<file path="config.mk">
export PLATFORM = sky130hd
export DESIGN_NAME = cic_decimator
export DESIGN_NICKNAME = d
export VERILOG_FILES = /design/src/rtl/cic_decimator.sv
export SDC_FILE = /design/constraint.sdc
export NUM_CORES = 1
export LEC_CHECK = 0
export BUFFER_PORTS_ARGS = -buffer_cell sky130_fd_sc_hd__buf_2
export CORE_MARGIN = 10
export CORE_UTILIZATION = 61
export CTS_CLUSTER_DIAMETER = 200
export DETAILED_ROUTE_END_ITERATION = 6
export PLACE_DENSITY = 0.78
export SYNTH_ARGS = -nofsm -noshare
export SYNTH_HDL_FRONTEND = slang
export SYNTH_SLANG_ARGS = --single-unit
</file>
<file path="constraint.sdc">
create_clock -name CLK -period 9.7 [get_ports CLK]
set_input_delay 1.94 -clock CLK [delete_from_list [all_inputs] [get_ports CLK]]
set_output_delay 1.94 -clock CLK [all_outputs]
set_load 0.1 [all_outputs]
</file>
<file path="src/rtl/cic_decimator.sv">
// CIC decimator: STAGES integrators at input rate, decimate by R,
// STAGES combs (M=1) at output rate, rounded back to DATA_WIDTH.
module cic_decimator #(
  parameter int DATA_WIDTH = 16,
  parameter int STAGES     = 3,
  parameter int R          = 5,
  parameter int GROWTH     = 7
) (
  input  logic                  CLK,
  input  logic                  RST,
  input  logic [DATA_WIDTH-1:0] x_n,
  input  logic                  valid_in,
  output logic [DATA_WIDTH-1:0] y_m,
  output logic                  valid_out
);

  localparam int W  = DATA_WIDTH + GROWTH;
  localparam int PW = (R > 1) ? $clog2(R) : 1;

  localparam logic [PW-1:0] LAST = PW'(R - 1);
  localparam logic [W-1:0]  HALF = W'(1) << (GROWTH - 1);

  logic [W-1:0]          x_ext;
  logic [W-1:0]          acc;
  logic [W-1:0]          integ_q [STAGES];
  logic [W-1:0]          integ_d [STAGES];
  logic [PW-1:0]         phase_q;
  logic [PW-1:0]         phase_d;
  logic [STAGES:0]       vld_q;
  logic [STAGES:0]       vld_d;
  logic [W-1:0]          comb_q  [STAGES];
  logic [W-1:0]          comb_d  [STAGES];
  logic [W-1:0]          dly_q   [STAGES];
  logic [W-1:0]          dly_d   [STAGES];
  logic [W-1:0]          rnd;
  logic [DATA_WIDTH-1:0] y_q;
  logic [DATA_WIDTH-1:0] y_d;
  logic                  vout_q;
  logic                  vout_d;

  assign x_ext = {{GROWTH{x_n[DATA_WIDTH-1]}}, x_n};

  // Integrator chain settles in one cycle so the last stage
  // already holds the phase-(R-1) sample at the accepting edge.
  always_comb begin
    acc = x_ext;
    for (int k = 0; k < STAGES; k++) begin
      acc        = integ_q[k] + acc;
      integ_d[k] = valid_in ? acc : integ_q[k];
    end
  end

  always_comb begin
    phase_d = phase_q;
    if (valid_in) begin
      if (phase_q == LAST) begin
        phase_d = '0;
      end else begin
        phase_d = phase_q + PW'(1);
      end
    end
    vld_d = {vld_q[STAGES-1:0], valid_in && (phase_q == LAST)};
  end

  always_comb begin
    comb_d[0] = comb_q[0];
    dly_d[0]  = dly_q[0];
    if (vld_q[0]) begin
      comb_d[0] = integ_q[STAGES-1] - dly_q[0];
      dly_d[0]  = integ_q[STAGES-1];
    end
    for (int k = 1; k < STAGES; k++) begin
      comb_d[k] = comb_q[k];
      dly_d[k]  = dly_q[k];
      if (vld_q[k]) begin
        comb_d[k] = comb_q[k-1] - dly_q[k];
        dly_d[k]  = comb_q[k-1];
      end
    end
  end

  always_comb begin
    rnd    = comb_q[STAGES-1] + HALF;
    y_d    = y_q;
    vout_d = vld_q[STAGES];
    if (vld_q[STAGES]) begin
      y_d = DATA_WIDTH'(rnd >> GROWTH);
    end
  end

  always_ff @(posedge CLK or posedge RST) begin
    if (RST) begin
      for (int k = 0; k < STAGES; k++) begin
        integ_q[k] <= '0;
        comb_q[k]  <= '0;
        dly_q[k]   <= '0;
      end
      phase_q <= '0;
      vld_q   <= '0;
      y_q     <= '0;
      vout_q  <= 1'b0;
    end else begin
      for (int k = 0; k < STAGES; k++) begin
        integ_q[k] <= integ_d[k];
        comb_q[k]  <= comb_d[k];
        dly_q[k]   <= dly_d[k];
      end
      phase_q <= phase_d;
      vld_q   <= vld_d;
      y_q     <= y_d;
      vout_q  <= vout_d;
    end
  end

  assign y_m       = y_q;
  assign valid_out = vout_q;

endmodule

</file>
# After elaboration in Yosys (flattened, before gate mapping)
# Index checks and enable logic that the tools add are counted.
# Widths: inputs -> output; s select.
dict set report word_totals {
  regBits 231
  input_bits 19
  out_inout_bits 17
}
dict set report classes {
  add_sub_neg 8
  eq_ne 1
  mux 1
  n_reduce_logical 1
}
# cell count
set ops {}
lappend ops {{$add 23x23->23} 3}
lappend ops {{$sub 23x23->23} 3}
lappend ops {{$add 23x7->23 const B} 1}
lappend ops {{$add 3x1->3 const B} 1}
lappend ops {{$eq 3x3->1 const B} 1}
lappend ops {{$mux 3} 1}
lappend ops {{$logic_and 1x1->1} 1}

# Logic depth before layout (Yosys ltp)
dict set report logic_depth {
  word_depth 3
  depth_mapped 29
}

# Worst setup path before layout
# No wires, ideal clock.
dict set report synth_path {
  path_kind {input port to flip-flop}
  startpoint {input port x_n[1]}
  endpoint {register integ_q[21] (netlist bit)}
  setup_time_ps 125
  arrival_time_ps 6819
  required_time_ps 9575
  slack_ps 2757
  path_stages 29
  n_path_buf 1
  path_cell_list {ha_1 -> a21o_1 -> a21oi_1 -> o21bai_1 -> a21oi_1 -> nand2b_1 -> nand2_1 -> a21oi_1 -> xnor2_1 -> ha_1 -> buf_6 -> a21o_1 -> a21oi_1 -> nor3b_1 -> o21ai_0 -> and2_1 -> a21oi_1 -> o21bai_1 -> xor2_1 -> ha_1 -> a21o_1 -> a21o_1 -> a21o_1 -> a21o_1 -> a41o_1 -> a21o_1 -> a21oi_1 -> xnor2_1 -> mux2_2}
}
dict set report synth_between {
  elab_chain_len 3
}
# item line_no
set synth_lines {}
lappend synth_lines {{start: declaration} 11} ;# input logic [DATA_WIDTH-1:0] x_n,
lappend synth_lines {{$add 23x23->23 (3 in a row)} 48} ;# acc = integ_q[k] + acc;
lappend synth_lines {{end signal: indexed assignment} 104} ;# integ_q[k] <= integ_d[k];
lappend synth_lines {{end: declaration} 25} ;# logic [W-1:0] integ_q [STAGES];
# Every way passes these cells.
# A chain may end at the register's enable or synchronous reset.

# Final worst setup path
dict set report layout_path {
  startpoint {input port x_n[0]}
  endpoint {register integ_q[21] (netlist bit)}
}
# The elaborated chain is that of the path after synthesis.

==> results.cfg <==
[worst_setup_path]
critPathBufInv = 1
crit_required_ps = 10110
worstPathMaxFanout = 6
cp_slowest_stage_delay_ps = 400
critPathCaptureType = register
path_common_cell = a21o_1
start_kind = primary input
cp_top_family = compound AO/OA/AOI/OAI gates
crit_type = in2reg
arrival_ps = 7600
worst_path_max_delay_cell = fa_1

[grt]
grt_use_met3_pct = 2.362
grt_util_met1_pct = 20.65
grt_overflow = 0
grt_max_degree = 146
use_met2_pct = 32.88
antenna_found_initial = 0
grt_usage_pct = 17.64
grt_pass1_wl_um = 47510
grt_pass1_vias = 10712
grt-busiest-layer = met2

[timing]
hold_viol_final = 0
rsz0062_at_grt = no
setup_violations = 0
setup_tns_ps = 0
fin_crit_sh_pct = 74.15
fmax_ghz = 0.1390
finClkSkew_ps = 14.89
drv_slew = 0
tightest_slew_ps = 1001
slew_headroom_pct = 33.26
timing.final.crit_period_ps = 7192

[finish]
drive_gt1_share_pct = 13.64
diodes = 0
syn_to_final_growth_pct = 9.378
fin_area_sq_um = 15800
fill_cells = 1856
nNetsFinal = 1687

[floorplan]
chipHeight_um = 173.9
die_x_um = 173.9
ioPinCount = 36
rows = 56
fp.dieArea_sq_um = 30240
core_sq_um = 23400
start_util_pct = 61.74

[run]
cap_violations = 0

[run_status]
status = finished, final reports clean

[clock_tree]
cts_resized = 0
clock_latency_ps = 530
cts-hold-fix-buffers = 0
cts_sinks = 225
post_cts_buffers = 0
root_buffer = clkbuf_16
cts.clk_slew.worst_paths_ps = 60
cts_buffers = 26
cts_tree = yes
h-tree-depth = 1
cts.path.max_buffers = 3

[placement]
place_congestion = 0.9195
hpwlAfterDp_um = 18980
port_buffers = 35
placed_cell_area_sq_um = 14920

[synthesis]
syn_area_sq_um = 14450
synth_area_leader_cell = dfrtp_1
synth_ff_type = dfrtp_1
synth_edf_count = 0
async_flop_share_pct = 100.0
syn_area_per_cell_sq_um = 9.645
synth_nets = 1658
ys_ff_latch = 225
synth.top_cell.area_share_pct = 38.97
seq_area_frac_synth_pct = 38.97
yosysWarnings = 0
synth_area_leaders = dfrtp_1, ha_1, mux2_2, xnor2_1, o21ai_0
yosysUniqueCellTypes = 69
synth_cells = 1498

[routing]
route.detailed.drc = 0
drt_iter0_drc = 528
antenna_left = 0
wl_per_cell_um = 14.33
vias = 10573
vias_per_cell = 5.666
drt-total-wl_um = 26740
dr.pass1.iters = 5

[min_path]
min_path_type = reg2reg
## Yosys cell counts (21+ instances only)
master	n
dfrtp_1	225
a21oi_1	109
nor2_1	94
inv_1	108
ha_1	136
xnor2_1	78
a21o_1	49
clkbuf_1	32
nor2b_1	21
o21ai_0	121
nand2_1	122
mux2_2	108
xor2_1	37
nand3_1	26
## worst reg2reg max path: cells and delay by family, from the launching register on
family	cells	cell delay (ps)
simple gates	4	690
compound gates	17	3210
flops	1	410
xor+xnor	3	400
mux	1	260
fa+ha+maj	3	970
## area by class of cell
class | count | area [sq um] | area share (%)
multi-input combinational | 1126 | 8259 | 52.26
clock buffer | 33 | 706.9 | 4.473
tap | 319 | 399.1 | 2.526
inverter | 108 | 412.9 | 2.613
sequential | 225 | 5634 | 35.65
timing repair buffer | 40 | 212.7 | 1.346
clock inverter | 15 | 178.9 | 1.132
## layout by cell type (no fill, tap or decap), drive strengths merged, types with 7 or more instances in the layout
cell type / Yosys / layout
dfrtp: 225 / 225
ha: 136 / 136
o21ai: 124 / 124
nand2: 122 / 122
a21oi: 111 / 111
inv: 108 / 109
mux2: 108 / 108
nor2: 94 / 94
xnor2: 78 / 78
a21o: 49 / 49
buf: 7 / 40
xor2: 37 / 37
clkbuf: 32 / 33
nand3: 26 / 26
nor2b: 21 / 21
nand2b: 19 / 19
o21a: 18 / 18
nor3: 18 / 18
o21bai: 15 / 15
and3: 15 / 15
a211oi: 15 / 15
a31oi: 12 / 12
nand4: 11 / 11
or3: 8 / 8
o31ai: 7 / 7
clkinv: 0 / 7
## routing by layer
| metal | part of all wire [%] | wire length (um) | vias up |
|---|---|---|---|
| met5 | 0 | 0 | - |
| met4 | 2.4 | 653 | 0 |
| met2 | 51 | 13550 | 125 |
| li1 | - | - | 5388 |
| met3 | 2.4 | 636 | 45 |
| met1 | 45 | 11900 | 5015 |
## metrics by stage
step / utilization, % / worst slack (ps) / hold slack, ps / instances
finish: 67.53 / 2508 / 496.7 / 1866
global placement: 63.75 / 2240 / 483.0 / 1818
CTS: 67.53 / 2604 / 494.2 / 1866
global route: 67.53 / 2097 / 524.3 / 1866
floorplan: - / 1597 / 351.9 / 1498
detailed placement: 63.75 / 2102 / 481.9 / 1818
## cells by family (layout without fill, tap and decap cells)
group | after synthesis | after routing | share of synthesized area [%]
AOI/OAI and AO/OA | 408 | 408 | 17.87
xor gates and xnor gates | 115 | 115 | 6.971
adders and majority gates | 141 | 141 | 12.47
buffers and inverters | 147 | 196 | 3.871
DFF | 225 | 225 | 38.97
muxes | 108 | 108 | 8.417
and+or+nand+nor | 354 | 354 | 11.43
## registers in the layout (all words and copies together) (netlist names)
register,count
phase_q,3
valid_out,1
y_m,16
comb_q,63
dly_q,69
vld_q,4
integ_q,69
## final timing paths
path,cells after the start,end,start,slack (ps)
min reg2reg,1,integ_q[68],integ_q[68],500
max reg2reg,28,integ_q[21],integ_q[47],3650
min in group asynchronous,2,comb_q[23],RST,1630
max,27,integ_q[21],x_n[0],2510
max in group asynchronous,3,comb_q[40],RST,6520
min,1,integ_q[68],integ_q[68],500
Power is left out: the tool's default activity adds up to more than one toggle a clock period on the data nets, which glitch-free logic cannot reach.
